[config.mk]
export PLATFORM = sky130hd
export DESIGN_NAME = scs8hd_cell2_bist
export DESIGN_NICKNAME = d
export VERILOG_FILES = /design/src/rtl/scs8hd_bist_pkg.sv /design/src/rtl/scs8hd_bist_sync2.sv /design/src/rtl/scs8hd_cell2_bist.sv
export SDC_FILE = /design/constraint.sdc
export NUM_CORES = 1
export LEC_CHECK = 0
export CORE_MARGIN = 5
export CORE_UTILIZATION = 40
export DETAILED_ROUTE_END_ITERATION = 6
export SLEW_MARGIN = 20
export SYNTH_ARGS = -nofsm -noshare
export SYNTH_HDL_FRONTEND = slang
export SYNTH_SLANG_ARGS = --single-unit
export TNS_END_PERCENT = 5
[constraint.sdc]
create_clock -name CLK -period 4.8 [get_ports CLK]
set_clock_uncertainty 0.2 [all_clocks]
set_input_delay 1.44 -clock CLK [delete_from_list [all_inputs] [get_ports CLK]]
set_output_delay 1.44 -clock CLK [all_outputs]
set_load 0.02 [all_outputs]
[src/rtl/scs8hd_bist_pkg.sv]
// Shared types and constants for the 2-input cell BIST driver.
// Holds the FSM state encoding, the Gray vector order, reference truth tables and the saturating counter helper.
package scs8hd_bist_pkg;

    typedef enum logic [1:0] {
        IDLE   = 2'd0,
        DRIVE  = 2'd1,
        SAMPLE = 2'd2,
        FINISH = 2'd3
    } bist_state_e;

    // {B,A} per step; only one input changes between neighbours
    localparam logic [1:0] VEC_ORDER [0:3] = '{2'b00, 2'b01, 2'b11, 2'b10};

    localparam logic [3:0] NAND2_TT = 4'b0111;
    localparam logic [3:0] NOR2_TT  = 4'b0001;
    localparam logic [7:0] ERR_MAX  = 8'hFF;

    function automatic logic [7:0] sat_inc(input logic [7:0] value);
        logic [7:0] result;
        if (value == ERR_MAX) begin
            result = value;
        end else begin
            result = value + 8'd1;
        end
        return result;
    endfunction

endpackage

[src/rtl/scs8hd_bist_sync2.sv]
// Two-flop synchronizer for the observed cell output.
// Both stages clear to 0 on the asynchronous active-high reset.
module scs8hd_bist_sync2 (
    input  logic clk,
    input  logic rst,
    input  logic d,
    output logic q
);

    logic meta;

    // Two back-to-back capture stages
    always_ff @(posedge clk or posedge rst) begin
        if (rst) begin
            meta <= 1'b0;
            q    <= 1'b0;
        end else begin
            meta <= d;
            q    <= meta;
        end
    end

endmodule

[src/rtl/scs8hd_cell2_bist.sv]
// BIST driver for a 2-input combinational cell: walks the four {B,A} vectors in Gray order and compares Y to EXP_TT.
// Define SCS8HD_BIST_SYNC_EN to synchronize obs_Y through two flops and lengthen each drive hold by two cycles.
module scs8hd_cell2_bist
    import scs8hd_bist_pkg::*;
#(
    parameter int         SETTLE_CYCLES = 2,
    parameter logic [3:0] EXP_TT        = NAND2_TT,
    parameter int         LOOPS         = 1
) (
    input  logic       CLK,
    input  logic       RESET,
    input  logic       start,
    input  logic       abort,
    output logic       drv_A,
    output logic       drv_B,
    input  logic       obs_Y,
    output logic       busy,
    output logic       done,
    output logic       pass,
    output logic [3:0] fail_vec,
    output logic [7:0] err_cnt
);

    localparam int SETTLE_EFF = (SETTLE_CYCLES < 1) ? 1 : SETTLE_CYCLES;
`ifdef SCS8HD_BIST_SYNC_EN
    localparam int HOLD = SETTLE_EFF + 2;
`else
    localparam int HOLD = SETTLE_EFF;
`endif
    localparam logic [15:0] HOLD_LD = 16'(HOLD - 1);
    localparam logic [15:0] LOOPS_W = 16'(LOOPS);

    logic obs_cmp;

`ifdef SCS8HD_BIST_SYNC_EN
    scs8hd_bist_sync2 u_sync (
        .clk (CLK),
        .rst (RESET),
        .d   (obs_Y),
        .q   (obs_cmp)
    );
`else
    assign obs_cmp = obs_Y;
`endif

    bist_state_e state, state_nx;
    logic [1:0]  idx, idx_nx;
    logic [15:0] loop_cnt, loop_nx;
    logic [15:0] hold_cnt, hold_nx;
    logic [1:0]  vec;
    logic        drv_a_nx, drv_b_nx, busy_nx, done_nx, pass_nx;
    logic [3:0]  fail_nx;
    logic [7:0]  err_nx;

    assign vec = VEC_ORDER[idx];

    // Next-state, counter and output-register values
    always_comb begin
        state_nx = state;
        idx_nx   = idx;
        loop_nx  = loop_cnt;
        hold_nx  = hold_cnt;
        fail_nx  = fail_vec;
        err_nx   = err_cnt;
        pass_nx  = pass;
        drv_a_nx = 1'b0;
        drv_b_nx = 1'b0;
        busy_nx  = 1'b0;
        done_nx  = 1'b0;

        if (abort && (state != IDLE)) begin
            state_nx = IDLE;
            pass_nx  = 1'b0;
        end else begin
            case (state)
                IDLE: begin
                    if (start && !abort) begin
                        state_nx = DRIVE;
                        idx_nx   = 2'd0;
                        loop_nx  = 16'd0;
                        hold_nx  = HOLD_LD;
                        fail_nx  = 4'b0000;
                        err_nx   = 8'd0;
                        pass_nx  = 1'b0;
                    end else begin
                        state_nx = IDLE;
                    end
                end
                DRIVE: begin
                    if (hold_cnt == 16'd0) begin
                        state_nx = SAMPLE;
                    end else begin
                        hold_nx = hold_cnt - 16'd1;
                    end
                end
                SAMPLE: begin
                    if (obs_cmp != EXP_TT[vec]) begin
                        fail_nx[vec] = 1'b1;
                        err_nx       = sat_inc(err_cnt);
                    end else begin
                        err_nx = err_cnt;
                    end
                    idx_nx  = idx + 2'd1;
                    hold_nx = HOLD_LD;
                    if ((idx == 2'd3) && ((loop_cnt + 16'd1) == LOOPS_W)) begin
                        loop_nx  = loop_cnt + 16'd1;
                        state_nx = FINISH;
                    end else if (idx == 2'd3) begin
                        loop_nx  = loop_cnt + 16'd1;
                        state_nx = DRIVE;
                    end else begin
                        state_nx = DRIVE;
                    end
                end
                FINISH: begin
                    state_nx = IDLE;
                end
                default: begin
                    state_nx = IDLE;
                end
            endcase
        end

        // Outputs are registered from the upcoming state so they line up with it
        if ((state_nx == DRIVE) || (state_nx == SAMPLE)) begin
            {drv_b_nx, drv_a_nx} = VEC_ORDER[idx_nx];
        end else begin
            {drv_b_nx, drv_a_nx} = 2'b00;
        end
        busy_nx = (state_nx != IDLE);
        if (state_nx == FINISH) begin
            done_nx = 1'b1;
            pass_nx = (err_nx == 8'd0);
        end else begin
            done_nx = 1'b0;
        end
    end

    // State, counters and registered outputs
    always_ff @(posedge CLK or posedge RESET) begin
        if (RESET) begin
            state    <= IDLE;
            idx      <= 2'd0;
            loop_cnt <= 16'd0;
            hold_cnt <= 16'd0;
            drv_A    <= 1'b0;
            drv_B    <= 1'b0;
            busy     <= 1'b0;
            done     <= 1'b0;
            pass     <= 1'b0;
            fail_vec <= 4'b0000;
            err_cnt  <= 8'd0;
        end else begin
            state    <= state_nx;
            idx      <= idx_nx;
            loop_cnt <= loop_nx;
            hold_cnt <= hold_nx;
            drv_A    <= drv_a_nx;
            drv_B    <= drv_b_nx;
            busy     <= busy_nx;
            done     <= done_nx;
            pass     <= pass_nx;
            fail_vec <= fail_nx;
            err_cnt  <= err_nx;
        end
    end

endmodule

==> metrics.md <==
| Metric | Value |
|---|---|
| Met3 usage | 0.0314 |
| CP Buf/Inv Count | 1 |
| Logic pwr share | 0.311 |
| Die Area | 9650 sq um |
| Clk_lat worst skew | 300 ps |
| Final hold violations | 0 |
| Slowest CP cell | clkdlybuf4s50_1 |
| Final count of pins violating max slew | 0 |
| Top FF cell, synth | dfrtp_1 |
| Slew @ Worst Pin | 812 ps |
| Switching pwr | 0.438 mW |
| Sw frac | 0.362 |
| Largest net degree at the start of global routing | 33 |
| Drt total wl | 6900 um |
| Slew margin rel. | 0.459 |
| Syn Nets | 358 |
| Clk network pwr share | 0.205 |
| Placer Congestion | 0.894 |
| Cell Rows | 32 |
| Total gr overflow | 0 |
| CP max FO | 8 |
| Placed Cells | 453 |
| # DRC | 0 |
| Min cycle time layout | 3920 ps |
| Post-CTS Setup Inserts | 0 |
| Cts repair resizes | 0 |
| Core region area | 7650 sq um |
| R2R Setup Slk | 1610 ps |
| Clk root buf | clkbuf_8 |
| Starting DRT DRC Count | 108 |
| RSZ-0062 raised after global routing | no |
| Max Fclk | 255 MHz |
| Hpwl dp | 4910 um |
| Setup_tns | 0 ps |
| Commonest cells after routing, fill and taps aside | dfrtp_1, nor2_1, o21ai_0 |
| CP startpoint | abort |
| Vias | 2,574 |
| Number of max-cap violations | 0 |
| Vias per cell | 5.58 |
| Num Clock Sinks | 53 |
| Sequential share of power | 0.484 |
| Crit path cell chain | clkdlybuf4s50_1 > nor3b_1 > nand3_1 > nor4_1 > a41o_1 > ha_1 > nand4b_1 > a2111o_1 > o31ai_1 |
| Status | finished, final reports clean |
| Initial antenna violation count | 0 |
| Critical path capture point type | register |
| Core Util, Final | 0.457 |
| HP Class | register to register |
| H-Tree Depth | 2 |
| Reg-to-Reg Start | hold_cnt[5] |
| Sequential-to-total area share from yosys stat | 0.426 |
| DRT Pass-1 Iters | 4 |
| CTS tree | built |
| Hold_sp | loop_cnt[15] |
| Synthesized area | 3120 sq um |
| Global routing met1 resource utilization | 0.229 |
| Crit path max-delay family | simple AND/OR/NAND/NOR gates |
| Synth async-reset ratio | 1.00 |
| Leakage power | 1.51 nW |
| # hold bufs at CTS | 0 |
| Area Growth Syn to Fin | 12.2% |
| WS Path Type | input pin to register |
| Die W | 98.3 um |
| Antenna diodes | 0 |
| CP arrival | 3940 ps |
| Worst path max stage delay | 530 ps |
| Ys Warns | 0 |
| Worst-case vdd ir drop | 0.115 mV |
| Routed Antenna Nets | 0 |
| Most common cell after layout, fill and taps aside | dfrtp_1 |
| Post-synth EDFFs | 0 |
| Clock Path Buffers | 2 |
| Busiest grt layer | met1 |
| Final number of setup-violating endpoints | 0 |
| Reg clk slew, reported paths | 90 ps |
| All-Layer GR Usage | 0.153 |
| Chip Height | 98.3 um |
| Power Dens Cells | 346 nW/um^2 |
| Total clock buffers created by CTS | 5 |
| Routed length per instance | 15.0 um |
| Met2 usage | 0.227 |
| Mapped Avg Cell Area | 9.14 sq um |
| Yosys cell types | 60 |
| Startpoint types | input pin |
| First-pass GRT wire length | 12,300 um |
| Post-Synthesis Cells | 341 |
| Fin nets | 375 |
| #FFs+latches synth | 53 |
| I/O pin cnt | 22 |
| IO Port Bufs | 21 |
| Layout cells sized above 1 | 0.0780 |
| Final Non-Filler Cells | 461 |
| Pint | 0.772 mW |
| Filler cell count | 737 |
| Initial Util | 0.407 |
| Final period utilization | 0.817 |
| Number of global-route vias before repair | 2,450 |
| Critical path data required time | 4820 ps |
-- path summary, 6_finish.rpt --
| kind | to | depth (start not counted) |
|---|---|---|
| min in group asynchronous | busy | 2 |
| worst min register to register | loop_cnt[15] | 1 |
| worst max-delay path | pass | 9 |
| worst max register to register | pass | 10 |
| max in group asynchronous | loop_cnt[5] | 3 |
| worst min-delay path | loop_cnt[15] | 1 |
-- power groups by stage --
stage | sequential [mW] | clock [mW] | combinational [mW]
after floorplan | 0.589 | 0 | 0.285
after global placement | 0.594 | 0 | 0.373
after detailed placement | 0.594 | 0 | 0.379
after CTS | 0.587 | 0.260 | 0.382
after global routing | 0.599 | 0.281 | 0.424
final | 0.586 | 0.248 | 0.376
-- logic make-up (layout without fill, tap and decap cells) --
group,count (synthesis),after routing,synth area share
compound gates,86,86,0.180
xor+xnor,18,18,0.0506
fa+ha+maj,12,12,0.0482
buf+inv,29,47,0.0430
flops,53,53,0.426
mux,5,5,0.0161
simple gates,138,138,0.236
-- worst register-to-register path: stages (launching register included) --
cell      delay [ps]
dfrtp_1          450
or4_4            590
nor2_1           200
and3_1           260
nand2_1          100
nor3_1           260
a41o_1           170
ha_1             200
nand4b_1         120
a2111o_1         360
o31ai_1          190
-- metrics by stage --
step	total power [mW]	hold WS (ps)	cell area [sq um]	worst slack, ps
final	1.21	302	3500	877
after global routing	1.30	327	3500	667
after CTS	1.23	301	3500	948
after detailed placement	0.974	283	3410	623
after global placement	0.967	283	3410	798
after floorplan	0.874	266	3120	1240
-- final cells by class --
| type | count | area [sq um] | area share |
|---|---|---|---|
| clock inverters | 3 | 17.5 | 0.00501 |
| flip-flops and latches | 53 | 1330 | 0.379 |
| inverters | 12 | 45.0 | 0.0129 |
| clock buffers | 5 | 68.8 | 0.0197 |
| repair buffers | 27 | 255 | 0.0730 |
| well taps | 102 | 128 | 0.0365 |
| multi-input cells | 259 | 1660 | 0.474 |
-- cell usage after synthesis, types with 2 or more instances --
library cell | count | area [sq um]
a21o_1 | 2 | 15.0
a21oi_1 | 9 | 45.0
a31oi_1 | 13 | 81.3
a41o_1 | 2 | 20.0
and2_1 | 4 | 25.0
and3_1 | 7 | 43.8
and4_1 | 2 | 17.5
buf_2 | 2 | 10.0
clkbuf_1 | 10 | 37.5
dfrtp_1 | 53 | 1330
ha_1 | 12 | 150
inv_1 | 12 | 45.0
mux2i_1 | 5 | 50.1
nand2_1 | 29 | 109
nand3_1 | 12 | 60.1
nand4_1 | 9 | 56.3
nand4b_1 | 4 | 35.0
nor2_1 | 37 | 139
nor2b_1 | 2 | 12.5
nor3_1 | 11 | 55.1
nor3b_1 | 2 | 15.0
nor4_1 | 4 | 25.0
o21ai_0 | 34 | 170
o31ai_1 | 8 | 60.1
o41ai_1 | 2 | 17.5
or2_2 | 3 | 18.8
or3_1 | 2 | 12.5
xnor2_1 | 5 | 43.8
xor2_1 | 13 | 114
-- layer usage --
| metal | part of all wire | wire length (um) |
|---|---|---|
| met4 | 0 | 0 |
| met3 | 0.033 | 230 |
| met1 | 0.50 | 3470 |
| met5 | 0 | 0 |
| met2 | 0.46 | 3200 |
-- sequential cells by signal, indices dropped and copies added (netlist names) --
signal,count
drv_A,1
hold_cnt,16
err_cnt,8
state,2
fail_vec,4
idx,2
busy,1
pass,1
loop_cnt,16
drv_B,1
done,1
(Power assumes the default switching activity.)
